===== src/rtl/risc_controller.sv =====
// Simple-RISC instruction sequencer: 8-phase fetch/execute cycle with a halted state,
// decoding bus/register strobes from phase, IR opcode and the ALU zero flag.
module risc_controller #(
  parameter int unsigned CNT_W = 8
) (
  input  logic             clk,
  input  logic             rst,
  input  logic [2:0]       opcode,
  input  logic             is_zero,
  input  logic             resume,
  output logic             sel,
  output logic             rd,
  output logic             ld_ir,
  output logic             inc_pc,
  output logic             ld_pc,
  output logic             ld_ac,
  output logic             data_e,
  output logic             wr,
  output logic             halt,
  output logic [2:0]       phase,
  output logic [CNT_W-1:0] instr_cnt
);

  typedef enum logic [2:0] {
    PhInstAddr  = 3'd0,
    PhInstFetch = 3'd1,
    PhInstLoad  = 3'd2,
    PhIdle      = 3'd3,
    PhOpAddr    = 3'd4,
    PhOpFetch   = 3'd5,
    PhAluOp     = 3'd6,
    PhStore     = 3'd7
  } phase_e;

  localparam logic [2:0] OpHlt = 3'b000;
  localparam logic [2:0] OpSkz = 3'b001;
  localparam logic [2:0] OpAdd = 3'b010;
  localparam logic [2:0] OpAnd = 3'b011;
  localparam logic [2:0] OpXor = 3'b100;
  localparam logic [2:0] OpLda = 3'b101;
  localparam logic [2:0] OpSto = 3'b110;
  localparam logic [2:0] OpJmp = 3'b111;

  phase_e            phase_q, phase_d;
  logic              halted_q, halted_d;
  logic [CNT_W-1:0]  cnt_q, cnt_d;
  phase_e            dec_phase;
  logic              alu_op;

  always_ff @(posedge clk) begin
    if (rst) begin
      phase_q  <= PhInstAddr;
      halted_q <= 1'b0;
      cnt_q    <= '0;
    end else begin
      phase_q  <= phase_d;
      halted_q <= halted_d;
      cnt_q    <= cnt_d;
    end
  end

  always_comb begin
    phase_d  = phase_q;
    halted_d = halted_q;
    cnt_d    = cnt_q;
    if (halted_q) begin
      if (resume) begin
        phase_d  = PhInstAddr;
        halted_d = 1'b0;
      end
    end else if (phase_q == PhOpAddr && opcode == OpHlt) begin
      // HLT retires on entry to the halted state; phase stays parked at OP_ADDR
      halted_d = 1'b1;
      cnt_d    = cnt_q + CNT_W'(1);
    end else begin
      phase_d = phase_e'(phase_q + 3'd1);
      if (phase_q == PhStore) cnt_d = cnt_q + CNT_W'(1);
    end
  end

  assign alu_op = (opcode == OpAdd) || (opcode == OpAnd) ||
                  (opcode == OpXor) || (opcode == OpLda);

  // During reset the strobes decode as phase 0 regardless of the held phase
  assign dec_phase = rst ? PhInstAddr : phase_q;

  always_comb begin
    sel    = 1'b0;
    rd     = 1'b0;
    ld_ir  = 1'b0;
    inc_pc = 1'b0;
    ld_pc  = 1'b0;
    ld_ac  = 1'b0;
    data_e = 1'b0;
    wr     = 1'b0;
    halt   = 1'b0;
    if (!rst && halted_q) begin
      halt = 1'b1;
    end else begin
      unique case (dec_phase)
        PhInstAddr: sel = 1'b1;
        PhInstFetch: begin
          sel = 1'b1;
          rd  = 1'b1;
        end
        PhInstLoad, PhIdle: begin
          sel   = 1'b1;
          rd    = 1'b1;
          ld_ir = 1'b1;
        end
        PhOpAddr: begin
          inc_pc = 1'b1;
          halt   = (opcode == OpHlt);
        end
        PhOpFetch: rd = alu_op;
        PhAluOp: begin
          rd     = alu_op;
          inc_pc = (opcode == OpSkz) && is_zero;
          ld_pc  = (opcode == OpJmp);
          data_e = (opcode == OpSto);
        end
        PhStore: begin
          rd     = alu_op;
          inc_pc = (opcode == OpJmp);
          ld_pc  = (opcode == OpJmp);
          ld_ac  = alu_op;
          data_e = (opcode == OpSto);
          wr     = (opcode == OpSto);
        end
      endcase
    end
  end

  assign phase     = phase_q;
  assign instr_cnt = cnt_q;

endmodule


===== config.mk =====
export PLATFORM = sky130hd
export DESIGN_NAME = risc_controller
export DESIGN_NICKNAME = d
export VERILOG_FILES = /design/src/rtl/risc_controller.sv
export SDC_FILE = /design/constraint.sdc
export NUM_CORES = 1
export LEC_CHECK = 0
export CAP_MARGIN = 20
export CORE_ASPECT_RATIO = 0.8
export CORE_MARGIN = 2
export CORE_UTILIZATION = 45
export CTS_BUF_LIST = sky130_fd_sc_hd__clkbuf_16
export DETAILED_ROUTE_END_ITERATION = 6
export DONT_BUFFER_PORTS = 1
export PLACE_DENSITY = 0.72
export SYNTH_ARGS = -nofsm -noshare
export SYNTH_HDL_FRONTEND = slang
export SYNTH_SLANG_ARGS = --single-unit
export TNS_END_PERCENT = 1

===== constraint.sdc =====
create_clock -name clk -period 1.6 [get_ports clk]
set_input_delay 0.16 -clock clk [delete_from_list [all_inputs] [get_ports clk]]
set_output_delay 0.16 -clock clk [all_outputs]
set_load 0.02 [all_outputs]

==> run metrics, run 1 <==
die height between 40 and 50 um; status complete, no violations; num rows 13; CTS max path bufs 2; RSZ-0062 raised after global routing yes; internal power 697.2 uW; first-pass GRT wire length 2822 um; Post-Synthesis Cells 92; hpwl dp 1402 um; met2 wire length 919 um; I/O pin count 27; Worst Hold Depth 1; Routed WL per cell 14.80 um; Slew Limit Headroom 70.77%; Critical-path top delay cell dfxtp_2; Yosys top cell area share 31.95%; crit start category register; Final min period about 1.6 ns; Cell Area, Synth 752.0 um2; initial antenna violation count 0; Sw Pwr 211.1 uW; Hold WS 0.01457 ns; WL met3 116 um; CTS tree yes; cell depth of the worst setup path 5; worst hold endpoint instr_cnt[1]; cell with the most instances after synthesis dfxtp_1; asr flop ratio synth 0%; f_max ~0.64 GHz; Yosys reg bits 12; number of enable flip-flop cells after synthesis 0; final WL 1983 um; # Max-Cap Violations 0; Final Hold Viols 0; CP required 1.44 ns; Seq/Total Area, Yosys 31.95%; Vias/cell 5.619; CP cell instances inv_1 > buf_4 > o31a_1 > nor4_2 > buf_4; 1st-pass router iterations 4; DP Cell Count 129; Static Leakage 0.4089 nW; Synth area leader dfxtp_1; Chip Width a little under 50 um; share of cells above drive strength 1 between 30% and 40%; syn_area_per_cell 8.174 um2; reg-to-reg startpoint phase[0]; power per cell area 884.1 nW/um2; Post-DRT Antenna Nets 0; ant diodes 0; Worst Path Buf+Inv 3; commonest cells in the netlist dfxtp_1 (12), nor2_1 (9), inv_1 (7); via count 753; largest net degree at the start of global routing 13; buffers added on ports 0; Switching Fraction 23.24%; ranking of synthesized cells by area dfxtp_1 (32%), ha_1 (6.7%), nor4_1 (5.0%); Num CTS Buffers 3; post-synth net total 103; DR top layer met4; remaining global-route overflow 0; total number of yosys warnings 0; CTS Root Cell clkbuf_16; Non-Filler Instances 134; Peak VDD IR 0.0008187 V; Slew Viols, Final 0; FF-to-FF path depth 5; area grow syn2layout 36.61%; worst slew pin tran 0.4375 ns; H-tree level count 1; initial core utilization roughly 47%; Worst Path Max Fanout 4; vias in the first global route 640; crit-path most repeated cell buf_4; Crit path max-delay family buffers and inverters; Distinct cells, synth 34; worst flop-to-flop path endpoint instr_cnt[4]; GPL Wtd Cong just under 0.8; M1 WL between 900 and 1000 um; clk slew on worst S/H paths 0.05 ns; clock sinks 12; clock network latency to the later pin of the worst-skew pair ~0.24 ns; Post-CTS Setup Bufs 0; final period utilization slightly below 100%; combinational fraction of design power approximately 15%; worst min path class in2reg; sequential share of power 34.8%; clock share of power 50.5%; r2r setup slk about 0.07 ns; Final #Nets 124; # setup viols final 0; CP endpoint kind primary output; GRT Overall Usage 20.10%; CP Class reg2out; hold path start rst; crit path DAT 1.41 ns; drt drc 0; CP max stage delay about 0.34 ns; prevailing post-synth register cell dfxtp_1; CORE AREA 1594 um2; Initial DRC Count 22; Clock Skews 0.005760 ns; die area 2016 um2
==> routing by layer <==
| metal | vias up | GRT usage [%] |
|---|---|---|
| li1 | 376 | - |
| met1 | 357 | 24.17 |
| met2 | 18 | 31.33 |
| met3 | 2 | 9.701 |
| met4 | 0 | 8.333 |
| met5 | - | 0 |
==> through the flow <==
stage	TNS (ns)	util [%]	power, mW	instance area (um2)	setup WS, ns
2_1_floorplan	-0.2329	-	0.4050	774.5	-0.08006
3_3_place_gp	0	58.08	0.4437	925.9	0.1031
3_5_place_dp	0	58.08	0.4459	925.9	0.07999
4_1_cts	0	64.05	0.9176	1021	0.02900
5_1_grt	-0.1267	64.44	0.9450	1027	-0.03749
6_report	0	64.44	0.9082	1027	0.03125
==> repair_timing <==
item | 4_1_cts | 5_1_grt
endpoints found under the hold margin | 8 | 0
hold buffers | 1 | 0
resized for setup | 4 | 1
gates cloned | 0 | 0
setup endpoints to repair | 5 | 5
==> layout by cell type (no fill, tap or decap), types with 2 or more instances in the layout <==
| cell | instances |
|---|---|
| a211oi_1 | 2 |
| nand4_1 | 2 |
| inv_1 | 7 |
| nor4_2 | 2 |
| clkbuf_16 | 3 |
| nand2_1 | 4 |
| ha_1 | 4 |
| o21ai_0 | 5 |
| nor3_1 | 2 |
| nor4_1 | 3 |
| nand3_1 | 2 |
| dfxtp_2 | 2 |
| nor2b_1 | 5 |
| buf_4 | 20 |
| mux2_2 | 2 |
| or3_1 | 3 |
| a21oi_1 | 6 |
| nor2_1 | 9 |
| dfxtp_1 | 10 |
==> power by group through the flow <==
stage | Combinational [mW] | Sequential (mW) | Clock (mW)
floorplan | 0.0709 | 0.334 | 0
global placement | 0.124 | 0.320 | 0
detailed placement | 0.125 | 0.321 | 0
CTS | 0.132 | 0.316 | 0.469
global route | 0.145 | 0.317 | 0.483
finish | 0.133 | 0.316 | 0.459
==> worst register-to-register path, stage by stage, from the launching register on <==
cell and delay [ns]:
dfxtp_1 0.37, inv_1 0.10, ha_1 0.23, a21oi_2 0.28, nor3_1 0.10, mux2_1 0.33
==> how the worst max path moves through the flow <==
stage                    to      from  slack [ns]
6_report             inc_pc  phase[1]        0.03
5_1_grt               ld_pc  halted_q       -0.04
4_1_cts              inc_pc  phase[1]        0.03
3_5_place_dp   instr_cnt[7]  phase[1]        0.08
3_3_place_gp   instr_cnt[7]  phase[2]        0.10
2_1_floorplan  instr_cnt[4]  phase[0]       -0.08
==> layout make-up <==
class | instances | area (um2)
Timing Repair Buffer | 21 | 160.2
Clock inverter | 1 | 3.754
Clock buffer | 3 | 75.07
Fill cell | 145 | 566.8
Inverter | 7 | 26.28
Multi-Input combinational cell | 68 | 491.7
Sequential cell | 12 | 242.7
Tap cell | 22 | 27.53
==> logic make-up after synthesis <==
family,count (synthesis),synth area share (%)
AO/OA/AOI/OAI,21,18.14
adder cells (fa/ha/maj),4,6.656
AND/OR/NAND/NOR,38,29.29
buffers and inverters,12,6.988
multiplexers,4,5.823
XOR/XNOR,1,1.165
flip-flops,12,31.95
==> registers in the layout, summed over array words and instances, names as in the netlist <==
signal     cells
instr_cnt      8
halted_q       1
phase          3
Power figures use the tool's default switching activity.
==> inputs of run 2 (changes only) <==
CELL_PAD_IN_SITES_DETAIL_PLACEMENT = 1   (was unset)
CELL_PAD_IN_SITES_GLOBAL_PLACEMENT = 1   (was unset)
CORE_UTILIZATION = 38   (was 45)
PLACE_DENSITY = 0.81   (was 0.72)
==> run 2 against run 1 <==
  * The flow now finishes with violations (setup timing)
  * Worst hold slack improved by 0.025 ns
  * Clock power is 3% lower
  * Final cell count increased by 2.2%
  * Sequential power hardly changed
  * First-iteration DRC count unchanged
  * Combinational power grew 9%
  * Global-route usage up 1.9 points
  * Register-to-register slack worse by 0.07 ns
  * Worst setup slack worse by 0.057 ns
  * Highest routed layer unchanged
==> run metrics, run 2 (synthesis gave the netlist of run 1 again) <==
status complete, but fails checks; failing checks setup timing; Slew Limit Headroom 68.96%; clock sinks 12; num rows 14; initial core utilization 40.12%; via count a little over 800; Num CTS Buffers 3; Worst Path Max Fanout 4; Initial DRC Count 22; Chip Width 53.74 um; Vias/cell 5.898; clk slew on worst S/H paths 0.04 ns; share of cells above drive strength 1 33.63%; Sw Pwr 211.9 uW; area grow syn2layout 40.93%; setup TNS -0.02538 ns; clock network latency to the later pin of the worst-skew pair 0.24 ns; I/O pin count 27; drt drc 0; Critical-path top delay cell dfxtp_2; CTS max path bufs 2; CP max stage delay ~0.35 ns; Final Hold Viols 0; CP required 1.44 ns; final period utilization 101.6%; Switching Fraction a little under a quarter; combinational fraction of design power 16.0%; initial antenna violation count 0; Clock Skews 0.002083 ns; worst min path class in2reg; crit path DAT 1.47 ns; RSZ-0062 raised after global routing yes; Crit path max-delay family buffers and inverters; buffers added on ports 0; f_max around 0.62 GHz; CP cell instances inv_1 > buf_4 > o31a_1 > nor4_2 > buf_4; ant diodes 0; clock share of power between 40% and 50%; power per cell area between 800 and 900 nW/um2; CP endpoint kind primary output; first-pass GRT wire length 3712 um; worst setup margin -0.02538 ns; CORE AREA 1874 um2; most frequent cells in the layout buf_4 (21), dfxtp_1 (10), nor2_1 (8); H-tree level count 1; die height 43.79 um; CP Class reg2out; Routed WL per cell about 18 um; GPL Wtd Cong approximately 0.74; GRT Overall Usage between 20% and 30%; final WL 2451 um; internal power approximately 700 uW; Static Leakage between 0.4 and 0.5 nW; # setup viols final 1; largest net degree at the start of global routing 14; Worst Path Buf+Inv 3; most common cell after layout, fill and taps aside buf_4; r2r setup slk 0 ns; crit-path most repeated cell buf_4; die area 2353 um2; 1st-pass router iterations 4; sequential share of power 34.8%; Peak VDD IR 0.0009207 V; # Max-Cap Violations 0; Final min period approximately 1.6 ns; hpwl dp ~1800 um; vias in the first global route 771; total power 909.0 uW; Post-DRT Antenna Nets 0; crit start category register; max FFs per register 8; Slew Viols, Final 0; CTS Root Cell clkbuf_16; worst slew pin tran roughly 0.46 ns; CTS tree yes; Final #Nets between 100 and 150; remaining global-route overflow 0
-- run 2: changes by cell type in the layout (fill, tap and decap cells not counted), sizes merged --
| cell | before | now |
|---|---|---|
| clkinv | 1 | 0 |
| dlygate4sd3 | 1 | 2 |
| buf | 20 | 21 |
-- run 2: cell type report --
class	instances	area, um2
clock buffer	3	75.07
fill	223	814.5
inverter	7	26.28
multi-input combinational	68	508.0
sequential	12	242.7
tap	24	30.03
timing repair buffer	23	177.7
-- run 2: final timing paths --
check | to | start | depth (start not counted)
max reg2reg | instr_cnt[7] | phase[0] | 5
min | instr_cnt[1] | rst | 1
max | inc_pc | phase[1] | 5
min reg2reg | phase[1] | phase[1] | 2
-- run 2: repair_timing --
item,CTS,global route
hold buffers,1,1
resized for setup,6,2
setup endpoints to repair,5,11
endpoints found under the hold margin,7,1
buffers inserted,0,0
-- run 2: power groups by stage --
stage               clock [mW]  sequential [mW]  combinational (mW)
detailed placement           0            0.321               0.130
CTS                      0.452            0.317               0.137
floorplan                    0            0.334              0.0709
global placement             0            0.320               0.126
finish                   0.447            0.317               0.145
global route             0.476            0.317               0.154
-- run 2: routing by layer --
metal / global-route usage [%] / vias to the layer above / wire (um)
met1: 29.54 / 401 / 1156
met4: 5.128 / 0 / 74
met3: 7.931 / 10 / 81
li1: - / 377 / -
met5: 0 / - / 0
met2: 33.66 / 20 / 1139
-- run 2: through the flow --
stage                     util (%)  worst slack (ns)  hold WS [ns]  instances  cell area, um2
after floorplan                  -          -0.08006        0.3585         92           774.5
after global placement       49.93            0.1151        0.2314        132           935.9
after detailed placement     49.93         -0.005792        0.2367        132           935.9
after CTS                    55.47          -0.02650      0.003393        136            1040
after global routing         56.54          -0.08485       0.03526        137            1060
final                        56.54          -0.02538       0.03922        137            1060
==> inputs of run 3 (changes only) <==
SLEW_MARGIN = 25   (was unset)
==> results of run 3 <==
Final layout, timing and power as in run 2 (identical DEF).
